### config.mk
export PLATFORM = sky130hd
export DESIGN_NAME = ov7670_capture
export DESIGN_NICKNAME = d
export VERILOG_FILES = /design/src/rtl/ov7670_capture_pkg.sv /design/src/rtl/ov7670_capture_edge_detect.sv /design/src/rtl/ov7670_capture.sv
export SDC_FILE = /design/constraint.sdc
export NUM_CORES = 1
export LEC_CHECK = 0
export ABC_AREA = 1
export BUFFER_PORTS_ARGS = -buffer_cell sky130_fd_sc_hd__buf_2
export CAP_MARGIN = 10
export CORE_ASPECT_RATIO = 0.75
export CORE_MARGIN = 4
export CORE_UTILIZATION = 29
export CTS_CLUSTER_DIAMETER = 40
export DETAILED_ROUTE_END_ITERATION = 8
export GPL_ROUTABILITY_DRIVEN = 0
export PLACE_DENSITY = 0.45
export SLEW_MARGIN = 20
export SYNTH_ARGS = -nofsm -noshare
export SYNTH_HDL_FRONTEND = slang
export SYNTH_SLANG_ARGS = --single-unit
### constraint.sdc
create_clock -name ov_pclk -period 1.6 [get_ports ov_pclk]
set_input_delay 0.16 -clock ov_pclk [delete_from_list [all_inputs] [get_ports ov_pclk]]
set_output_delay 0.16 -clock ov_pclk [all_outputs]
set_load 0.01 [all_outputs]
### src/rtl/ov7670_capture_pkg.sv
// Shared definitions for the OV7670 capture path: FSM states, RGB565 layout
// and default QVGA geometry.
package ov7670_capture_pkg;

  typedef enum logic [1:0] {
    SYNC_WAIT = 2'd0,
    BLANK     = 2'd1,
    CAPTURE   = 2'd2
  } cap_state_e;

  localparam int DEFAULT_IMG_W = 320;
  localparam int DEFAULT_IMG_H = 240;

  localparam int RGB_R_MSB = 15;
  localparam int RGB_R_LSB = 11;
  localparam int RGB_G_MSB = 10;
  localparam int RGB_G_LSB = 5;
  localparam int RGB_B_MSB = 4;
  localparam int RGB_B_LSB = 0;

  // The camera sends R5 G3 first, then G3 B5; green straddles the byte boundary.
  function automatic logic [15:0] rgb565_pack(input logic [7:0] hi, input logic [7:0] lo);
    logic [15:0] px;
    px = '0;
    px[RGB_R_MSB:RGB_R_LSB] = hi[7:3];
    px[RGB_G_MSB:RGB_G_LSB] = {hi[2:0], lo[7:5]};
    px[RGB_B_MSB:RGB_B_LSB] = lo[4:0];
    return px;
  endfunction

endpackage

### src/rtl/ov7670_capture_edge_detect.sv
// Two-flop synchroniser-style register with combinational rise/fall flags;
// level is the first-stage copy so decisions line up with the data register.
module ov7670_capture_edge_detect (
  input  logic ov_pclk,
  input  logic reset_n,
  input  logic sig,
  output logic level,
  output logic rise,
  output logic fall
);

  logic d1;
  logic d2;

  always_ff @(posedge ov_pclk or negedge reset_n) begin
    if (!reset_n) begin
      d1 <= 1'b0;
      d2 <= 1'b0;
    end else begin
      d1 <= sig;
      d2 <= d1;
    end
  end

  assign level = d1;
  assign rise  = d1 & ~d2;
  assign fall  = ~d1 & d2;

endmodule

### src/rtl/ov7670_capture.sv
// OV7670 RGB565 byte-stream deserialiser producing frame buffer writes,
// frame completion pulses and line-length error reporting.
module ov7670_capture
  import ov7670_capture_pkg::*;
#(
  parameter int IMG_W  = DEFAULT_IMG_W,
  parameter int IMG_H  = DEFAULT_IMG_H,
  parameter int ADDR_W = $clog2(IMG_W * IMG_H)
) (
  input  logic              ov_pclk,
  input  logic              reset_n,
  input  logic              ov_vsync,
  input  logic              ov_href,
  input  logic [7:0]        ov_data,
  input  logic              en,
  output logic              WE,
  output logic [ADDR_W-1:0] wAddr,
  output logic [15:0]       wData,
  output logic              frame_done,
  output logic [7:0]        frame_cnt,
  output logic              line_err,
  output logic              busy
);

  localparam int NPIX       = IMG_W * IMG_H;
  localparam int CNT_W      = $clog2(NPIX + 1);
  localparam int LINE_BYTES = 2 * IMG_W;
  localparam int BC_W       = $clog2(LINE_BYTES + 1);

  localparam logic [CNT_W-1:0] NPIX_C = CNT_W'(NPIX);
  localparam logic [BC_W-1:0]  LINE_C = BC_W'(LINE_BYTES);
  localparam logic [BC_W-1:0]  BC_MAX = '1;

  cap_state_e       state;
  logic [7:0]       data_d1;
  logic [7:0]       hi_byte;
  logic             phase;
  logic [CNT_W-1:0] addr_cnt;
  logic [BC_W-1:0]  byte_cnt;

  logic vs_lvl, vs_rise, vs_fall;
  logic hr_lvl, hr_rise, hr_fall;

  ov7670_capture_edge_detect u_vsync_edge (
    .ov_pclk (ov_pclk),
    .reset_n (reset_n),
    .sig     (ov_vsync),
    .level   (vs_lvl),
    .rise    (vs_rise),
    .fall    (vs_fall)
  );

  ov7670_capture_edge_detect u_href_edge (
    .ov_pclk (ov_pclk),
    .reset_n (reset_n),
    .sig     (ov_href),
    .level   (hr_lvl),
    .rise    (hr_rise),
    .fall    (hr_fall)
  );

  always_ff @(posedge ov_pclk or negedge reset_n) begin
    if (!reset_n) begin
      data_d1 <= '0;
    end else begin
      data_d1 <= ov_data;
    end
  end

  // The count restarts at 1 on href rise because d1 already holds the first byte.
  always_ff @(posedge ov_pclk or negedge reset_n) begin
    if (!reset_n) begin
      byte_cnt <= '0;
    end else if (hr_rise) begin
      byte_cnt <= BC_W'(1);
    end else if (hr_lvl && byte_cnt != BC_MAX) begin
      byte_cnt <= byte_cnt + BC_W'(1);
    end
  end

  always_ff @(posedge ov_pclk or negedge reset_n) begin
    if (!reset_n) begin
      state      <= SYNC_WAIT;
      phase      <= 1'b0;
      hi_byte    <= '0;
      addr_cnt   <= '0;
      WE         <= 1'b0;
      wAddr      <= '0;
      wData      <= '0;
      frame_done <= 1'b0;
      frame_cnt  <= '0;
      line_err   <= 1'b0;
      busy       <= 1'b0;
    end else begin
      WE         <= 1'b0;
      frame_done <= 1'b0;
      case (state)
        SYNC_WAIT: begin
          if (vs_lvl) state <= BLANK;
        end
        BLANK: begin
          if (vs_fall && en) begin
            state    <= CAPTURE;
            busy     <= 1'b1;
            addr_cnt <= '0;
            phase    <= 1'b0;
            line_err <= 1'b0;
          end
        end
        CAPTURE: begin
          if (hr_lvl) begin
            if (!phase) begin
              hi_byte <= data_d1;
              phase   <= 1'b1;
            end else begin
              phase <= 1'b0;
              // Past the last pixel the counter parks so pixel 0 is never overwritten.
              if (addr_cnt < NPIX_C) begin
                WE       <= 1'b1;
                wAddr    <= ADDR_W'(addr_cnt);
                wData    <= rgb565_pack(hi_byte, data_d1);
                addr_cnt <= addr_cnt + CNT_W'(1);
              end
            end
          end
          if (hr_fall) begin
            phase <= 1'b0;
            if (byte_cnt != LINE_C) line_err <= 1'b1;
          end
          if (vs_rise) begin
            state      <= BLANK;
            busy       <= 1'b0;
            frame_done <= 1'b1;
            frame_cnt  <= frame_cnt + 8'd1;
          end
        end
        default: begin
          state <= SYNC_WAIT;
          busy  <= 1'b0;
        end
      endcase
    end
  end

endmodule

==> results of run 1 <==
-- state kept, by name (all words and copies together), names as in the netlist --
signal,count
wData,16
wAddr,17
addr_cnt,17
WE,1
u_href_edge.d2,1
hi_byte,8
phase,1
frame_cnt,8
frame_done,1
u_vsync_edge.level,1
state,2
data_d1,8
u_vsync_edge.d2,1
u_href_edge.level,1
byte_cnt,10
line_err,1
busy,1
-- cell usage after synthesis (all sizes together) --
cell    instances
nor3            1
xor2            6
nor2           41
nand3b          1
o211ai          2
ha              8
xnor2           5
clkinv          1
a21oi           5
o21a            1
buf            11
dfrtp          95
inv            60
nand4           9
nand3          36
o21ai          61
nand2         161
clkbuf          1
-- cell type report --
type                       count  area share [%]
sequential                    95            42.0
multi-input combinational    337            31.3
timing repair buffer         100            13.2
tap                          200            4.42
clock buffer                  11            4.28
inverter                      61            4.22
clock inverter                 5           0.596
-- cells in the final DEF (no fill, tap or decap), types with 6 or more instances in the layout --
| master | count |
|---|---|
| xor2_1 | 6 |
| o21ai_0 | 32 |
| nand4_1 | 9 |
| inv_1 | 54 |
| nor2_4 | 6 |
| clkbuf_16 | 12 |
| dlygate4sd3_1 | 11 |
| nand3_2 | 7 |
| nand2_2 | 7 |
| o21ai_1 | 19 |
| nand2_1 | 151 |
| buf_4 | 23 |
| dfrtp_1 | 95 |
| nand3_1 | 28 |
| o21ai_2 | 10 |
| nor2_1 | 30 |
| buf_2 | 56 |
-- final timing paths --
kind                       depth (start not counted)  slack, ns                    startpoint                        end
max in group asynchronous                          3       0.76                       reset_n      wAddr[15]$_DFFE_PN0P_
min reg2reg                                        0       0.46  u_vsync_edge.level$_DFF_PN0_  u_vsync_edge.d2$_DFF_PN0_
max                                                8       0.06          state[1]$_DFFE_PN0P_       wData[0]$_DFFE_PN0P_
min in group asynchronous                          2       0.25                       reset_n       data_d1[6]$_DFF_PN0_
min                                                4       0.17                            en       line_err$_DFFE_PN0P_
max reg2reg                                        8       0.06          state[1]$_DFFE_PN0P_       wData[0]$_DFFE_PN0P_
-- power by group through the flow --
stage / logic, W / clock network [W] / registers (W)
after global placement: 0.00162 / 0 / 0.00305
after detailed placement: 0.00164 / 0 / 0.00306
after CTS: 0.00169 / 0.00210 / 0.00302
final: 0.00190 / 0.00202 / 0.00302
after floorplan: 0.000970 / 0 / 0.00310
after global routing: 0.00217 / 0.00220 / 0.00308
-- cell families after synthesis --
group,share of synthesized area (%)
and+or+nand+nor,24.9
AOI/OAI and AO/OA,8.80
xor gates and xnor gates,2.19
adders and majority gates,2.28
DFF,54.1
buffers and inverters,7.77
-- per-stage QoR --
stage | instance area [sq um] | worst slack (ns)
detailed placement | 5010 | -0.0527
global route | 5670 | -0.00584
global placement | 5010 | 0.0463
floorplan | 4400 | 0.115
finish | 5670 | 0.0635
CTS | 5400 | -0.00153
-- worst register-to-register path, cell delays in order (launching register included) --
cell     delay, ns
dfrtp_1       0.41
buf_4         0.16
ha_4          0.17
nand2_1       0.07
inv_2         0.05
nand3_4       0.06
buf_4         0.21
buf_6         0.22
o21ai_0       0.10
-- routing by layer --
| layer | vias up | track usage (%) | part of all wire (%) |
|---|---|---|---|
| met2 | 57 | 18.5 | 43 |
| met1 | 1664 | 18.3 | 51 |
| li1 | 1803 | - | - |
| met5 | - | 0 | 0 |
| met4 | 0 | 4.20 | 1.4 |
| met3 | 18 | 3.88 | 4.3 |
-- what timing repair did --
action | in CTS | in global routing
pin swaps | 0 | 5
gates cloned | 0 | 6
hold buffers | 11 | 0
buffers inserted | 0 | 7
hold endpoints to repair | 27 | 0
resized for setup | 3 | 30
setup endpoints to repair | 22 | 67
==> impl_results.md, run 1 <==
* Fmax at 651 MHz
* Sw frac at 33.0%
* Final Cycle Share at 96.0%
* Share of cells above drive strength 1 at 25.5%
* CTS tree: built
* Crit path time final at 1.54 ns
* Initial antenna violation count at 0
* Ant diodes at 0
* Max VDD drop at 0.543 mV
* Site row count at 38
* DRT antenna net count at 0
* Final Non-Filler Cells at 809
* Num CTS Buffers at 9
* Post-DP HPWL at 7270 microns
* CP arrival at 1.76 ns
* Area of the mapped netlist at 4400 sq um
* Max Slew Vio Count at 0
* Status: finished, final reports clean
* Clock tree buffer depth at 2
* Pwr Total at 0.00694 W
* Power share of the clock group at 29.1%
* Critical Path Max Stage Delay at 0.41 ns
* Worst Setup Start Kind: flop
* Largest cells by area after synthesis: dfrtp_1 54%, nand2_1 13%, inv_1 4.9%
* Area share of the largest cell type after synthesis at 54.1%
* Post-synthesis sequential area ratio at 54.1%
* Cell Pwr Density at 1220 nW/um^2
* DRC Markers at 0
* Worst path bufs/invs at 4
* Clock Latency Late Sink at 0.35 ns
* Pint at 0.00465 W
* Total Nets Final at 625
* Sw Pwr at 0.00229 W
* Relative slew margins at 80.3%
* Detailed Route WL at 10900 microns
* CP max FO at 13
* Syn Inst Count at 505
* Worst-Margin Slew at 0.296 ns
* Pre-antenna DRT Iters at 4
* Final hold violation count at 0
* Most used cell, CP: buf_4
* Chip height at 115 microns
* First-pass GRT wire length at 17500 microns
* Synth Area per Inst at 8.70 sq um
* TNS Setup at 0 ns
* Depth of the CTS H-tree at 3
* Critical path's slowest cell: dfrtp_1
* IO Pins at 58
* Starting Density at 30.0%
* Delay-heaviest family, CP: buffers and inverters
* Fillcell total at 1543
* Sequential Power Share at 43.5%
* Setup Viol. Count Final at 0
* Via count at 3542
* Crit path kind: reg -> reg
* Clock-pin slew on the worst setup and hold paths at 0.07 ns
* Wire per inst at 13.5 microns
* Vias in the first global route at 3491
* Crit path cell chain: buf_4 > ha_4 > nand2_1 > inv_2 > nand3_4 > buf_4 > buf_6 > o21ai_0
* Starting DRC count in detailed routing at 139
* FF+latch area at 2380 sq um
* CP Data Required Time at 1.83 ns
* Final Util at 38.7%
* Multi-input logic area at 1770 sq um
* All-Layer GR Usage at 12.8%
* Core area at 14600 sq um
* Root Buffer: clkbuf_16
* Synthesis-to-finish area growth at 28.9%
* Pleak at 2.84 nW
* Die ar. at 17200 sq um
* Net count after synthesis at 526
* Detailed-route vias per instance at 4.38
* Combinational share of power at 27.4%
* Synth Warn # at 0
* Hold slack at 0.168 ns
* Hold Crit Class: in -> reg
* Max-cap violation count at 0
* Buffers on Ports at 57
* Leading area contributor after synthesis: dfrtp_1
* Yosys cell types at 32
* Placed insts at 769
* GRT overflow at 0
* Endpoint class of the critical path: flop
* Pin count of the biggest net entering global routing at 53
* Die W at 150 microns
* Post-synthesis sequential element count at 95
* Worst Clk Skew at 0.00973 ns
* Clk sinks at 95
No activity file was read; power rests on OpenSTA's default activity.
==> run 2, diff against run 1 <==
==> constraint.sdc (replaced) <==
create_clock -name ov_pclk -period 1.6 [get_ports ov_pclk]
set_input_delay 0.32 -clock ov_pclk [delete_from_list [all_inputs] [get_ports ov_pclk]]
set_output_delay 0.32 -clock ov_pclk [all_outputs]
set_load 0.01 [all_outputs]
==> run 2 against run 1 <==
  * Register-to-register slack improved by 0.04 ns
  * Cell count decreased by 2.2%
  * Die area unchanged
  * Sequential power about the same
  * Critical path type unchanged
  * The flow now finishes with violations (hold timing)
  * First-iteration DRC count decreased by 5.0%
  * Flip-flop and latch count unchanged
  * Critical path depth unchanged
==> impl_results.md, run 2 (same netlist as run 1, synthesis figures left out) <==
* Critical path's slowest cell: dfrtp_1
* Worst path bufs/invs at 3
* Core area at 14600 sq um
* Worst Setup Start Kind: flop
* Worst-Margin Slew at 0.548 ns
* Worst Clk Skew at 0.00726 ns
* Detailed Route WL at 9690 microns
* Final hold violation count at 2
* Vias in the first global route at 3235
* CP Data Required Time at 1.83 ns
* Die W at 150 microns
* Commonest non-fill, non-tap cell in the layout: nand2_1
* Placed Area at 5010 sq um
* Endpoint class of the critical path: flop
* Failing checks: hold timing
* Starting Density at 30.0%
* Hold Crit Class: in -> async
* RSZ-0062 raised after global routing: yes
* Pin count of the biggest net entering global routing at 96
* Via count at 3400
* Place WS at -0.0187 ns
* Clock Latency Late Sink at 0.34 ns
* Final WS setup at 0.0998 ns
* Synthesis-to-finish area growth at 22.9%
* Depth of the CTS H-tree at 3
* Fmax at 667 MHz
* Relative slew margins at 63.4%
* Starting DRC count in detailed routing at 132
* Final Cycle Share at 93.8%
* Leading registers by flop count: addr_cnt x17, wAddr x17, wData x16
* DRT antenna net count at 0
* Crit path time final at 1.50 ns
* DRC Markers at 0
* CP max FO at 22
* Chip height at 115 microns
* Status: finished, violations left
* Clock-pin slew on the worst setup and hold paths at 0.07 ns
* Clk sinks at 95
* Setup slack, reg-to-reg at 0.1 ns
* CP arrival at 1.73 ns
* Max VDD drop at 0.603 mV
* Buffers on Ports at 57
* Wire per inst at 12.3 microns
* Pre-antenna DRT Iters at 4
* CTS tree: built
* Met3 Usage GRT at 3.36%
* Die ar. at 17200 sq um
* GRT overflow at 0
* Setup Viol. Count Final at 0
* Cell Pwr Density at 1290 nW/um^2
* GR Layer Usage met2 at 17.1%
* Most frequent cells in the layout: 154 x nand2_1, 95 x dfrtp_1, 56 x inv_1, 56 x buf_2, 36 x o21ai_0
* Post-DP HPWL at 6960 microns
* IO Pins at 58
* Detailed-route vias per instance at 4.30
* Share of cells above drive strength 1 at 23.5%
* Root Buffer: clkbuf_16
* All-Layer GR Usage at 11.9%
* Pleak at 2.74 nW
* Hold Buf Count CTS at 0
* Max-cap violation count at 0
* Clock tree buffer depth at 2
* Hold slack at -0.00914 ns
* Delay-heaviest family, CP: buffers and inverters
* Num CTS Buffers at 9
* Most used routing layer: met1
* Max Slew Vio Count at 0
* First-pass GRT wire length at 16300 microns
* Routing usage on met1 at 17.8%
* Post-route cell area at 5400 sq um
* Crit path kind: reg -> reg
* Critical Path Max Stage Delay at 0.40 ns
* TNS Setup at 0 ns
* Crit path cell chain: buf_4 > ha_4 > buf_4 > nand2_1 > nand3_2 > buf_12 > nand2_1 > o21ai_2
* Ant diodes at 0
* Initial antenna violation count at 0
* Site row count at 38
* Total Nets Final at 607
[run 2: changes by cell type in the layout (fill, tap and decap cells not counted), moves of 3 or more]
cell | before | now
nand2_1 | 151 | 154
dlygate4sd3_1 | 11 | 0
o21ai_0 | 32 | 36
clkbuf_16 | 12 | 9
o21ai_1 | 19 | 16
nor2_4 | 6 | 2
[run 2: layout make-up]
cell class,count,area (sq um)
inverters,61,236
clock buffers,9,225
clock inverters,7,80.1
fillers,1552,9240
multi-input cells,337,1720
well taps,200,250
flip-flops and latches,95,2380
repair buffers,82,512
[run 2: through the flow]
stage               utilization, %  std cells  power, W
finish                        36.9        791   0.00697
CTS                           36.3        787   0.00694
global route                  36.9        791   0.00748
floorplan                        -        505   0.00407
detailed placement            34.2        771   0.00469
global placement              34.2        771   0.00466
[run 2: per-layer routing]
metal	part of all wire [%]	wire length (microns)
met3	4.0	392
met4	0.62	60
met1	54	5240
met2	41	4000
met5	0	0
[run 2: report_power, final]
| group | internal (W) | total [W] | switching (W) |
|---|---|---|---|
| combinational | 0.000725 | 0.00175 | 0.00103 |
| sequential | 0.00276 | 0.00303 | 0.000267 |
| clock | 0.00123 | 0.00219 | 0.000959 |
| total | 0.00472 | 0.00697 | 0.00225 |
[run 2: worst paths after layout]
kind,from,end,depth (start not counted)
worst max-delay path,state[1]$_DFFE_PN0P_,addr_cnt[11]$_DFFE_PN0P_,8
worst min-delay path,reset_n,wAddr[9]$_DFFE_PN0P_,2
worst max register to register,state[1]$_DFFE_PN0P_,addr_cnt[11]$_DFFE_PN0P_,8
worst min register to register,u_vsync_edge.level$_DFF_PN0_,u_vsync_edge.d2$_DFF_PN0_,0
max in group asynchronous,reset_n,wAddr[12]$_DFFE_PN0P_,2
min in group ov_pclk,ov_data[7],data_d1[7]$_DFF_PN0_,1
[run 2: worst reg2reg max path, cell delays in order (launching register included)]
cell	delay, ns
dfrtp_1	0.40
buf_4	0.15
ha_4	0.18
buf_4	0.14
nand2_1	0.12
nand3_2	0.11
buf_12	0.17
nand2_1	0.08
o21ai_2	0.05
[run 2: repair_timing]
| action | CTS | global route |
|---|---|---|
| setup buffers | 0 | 4 |
| gates resized for setup | 1 | 12 |
| setup endpoints to repair | 34 | 68 |
| pin swaps | 0 | 2 |
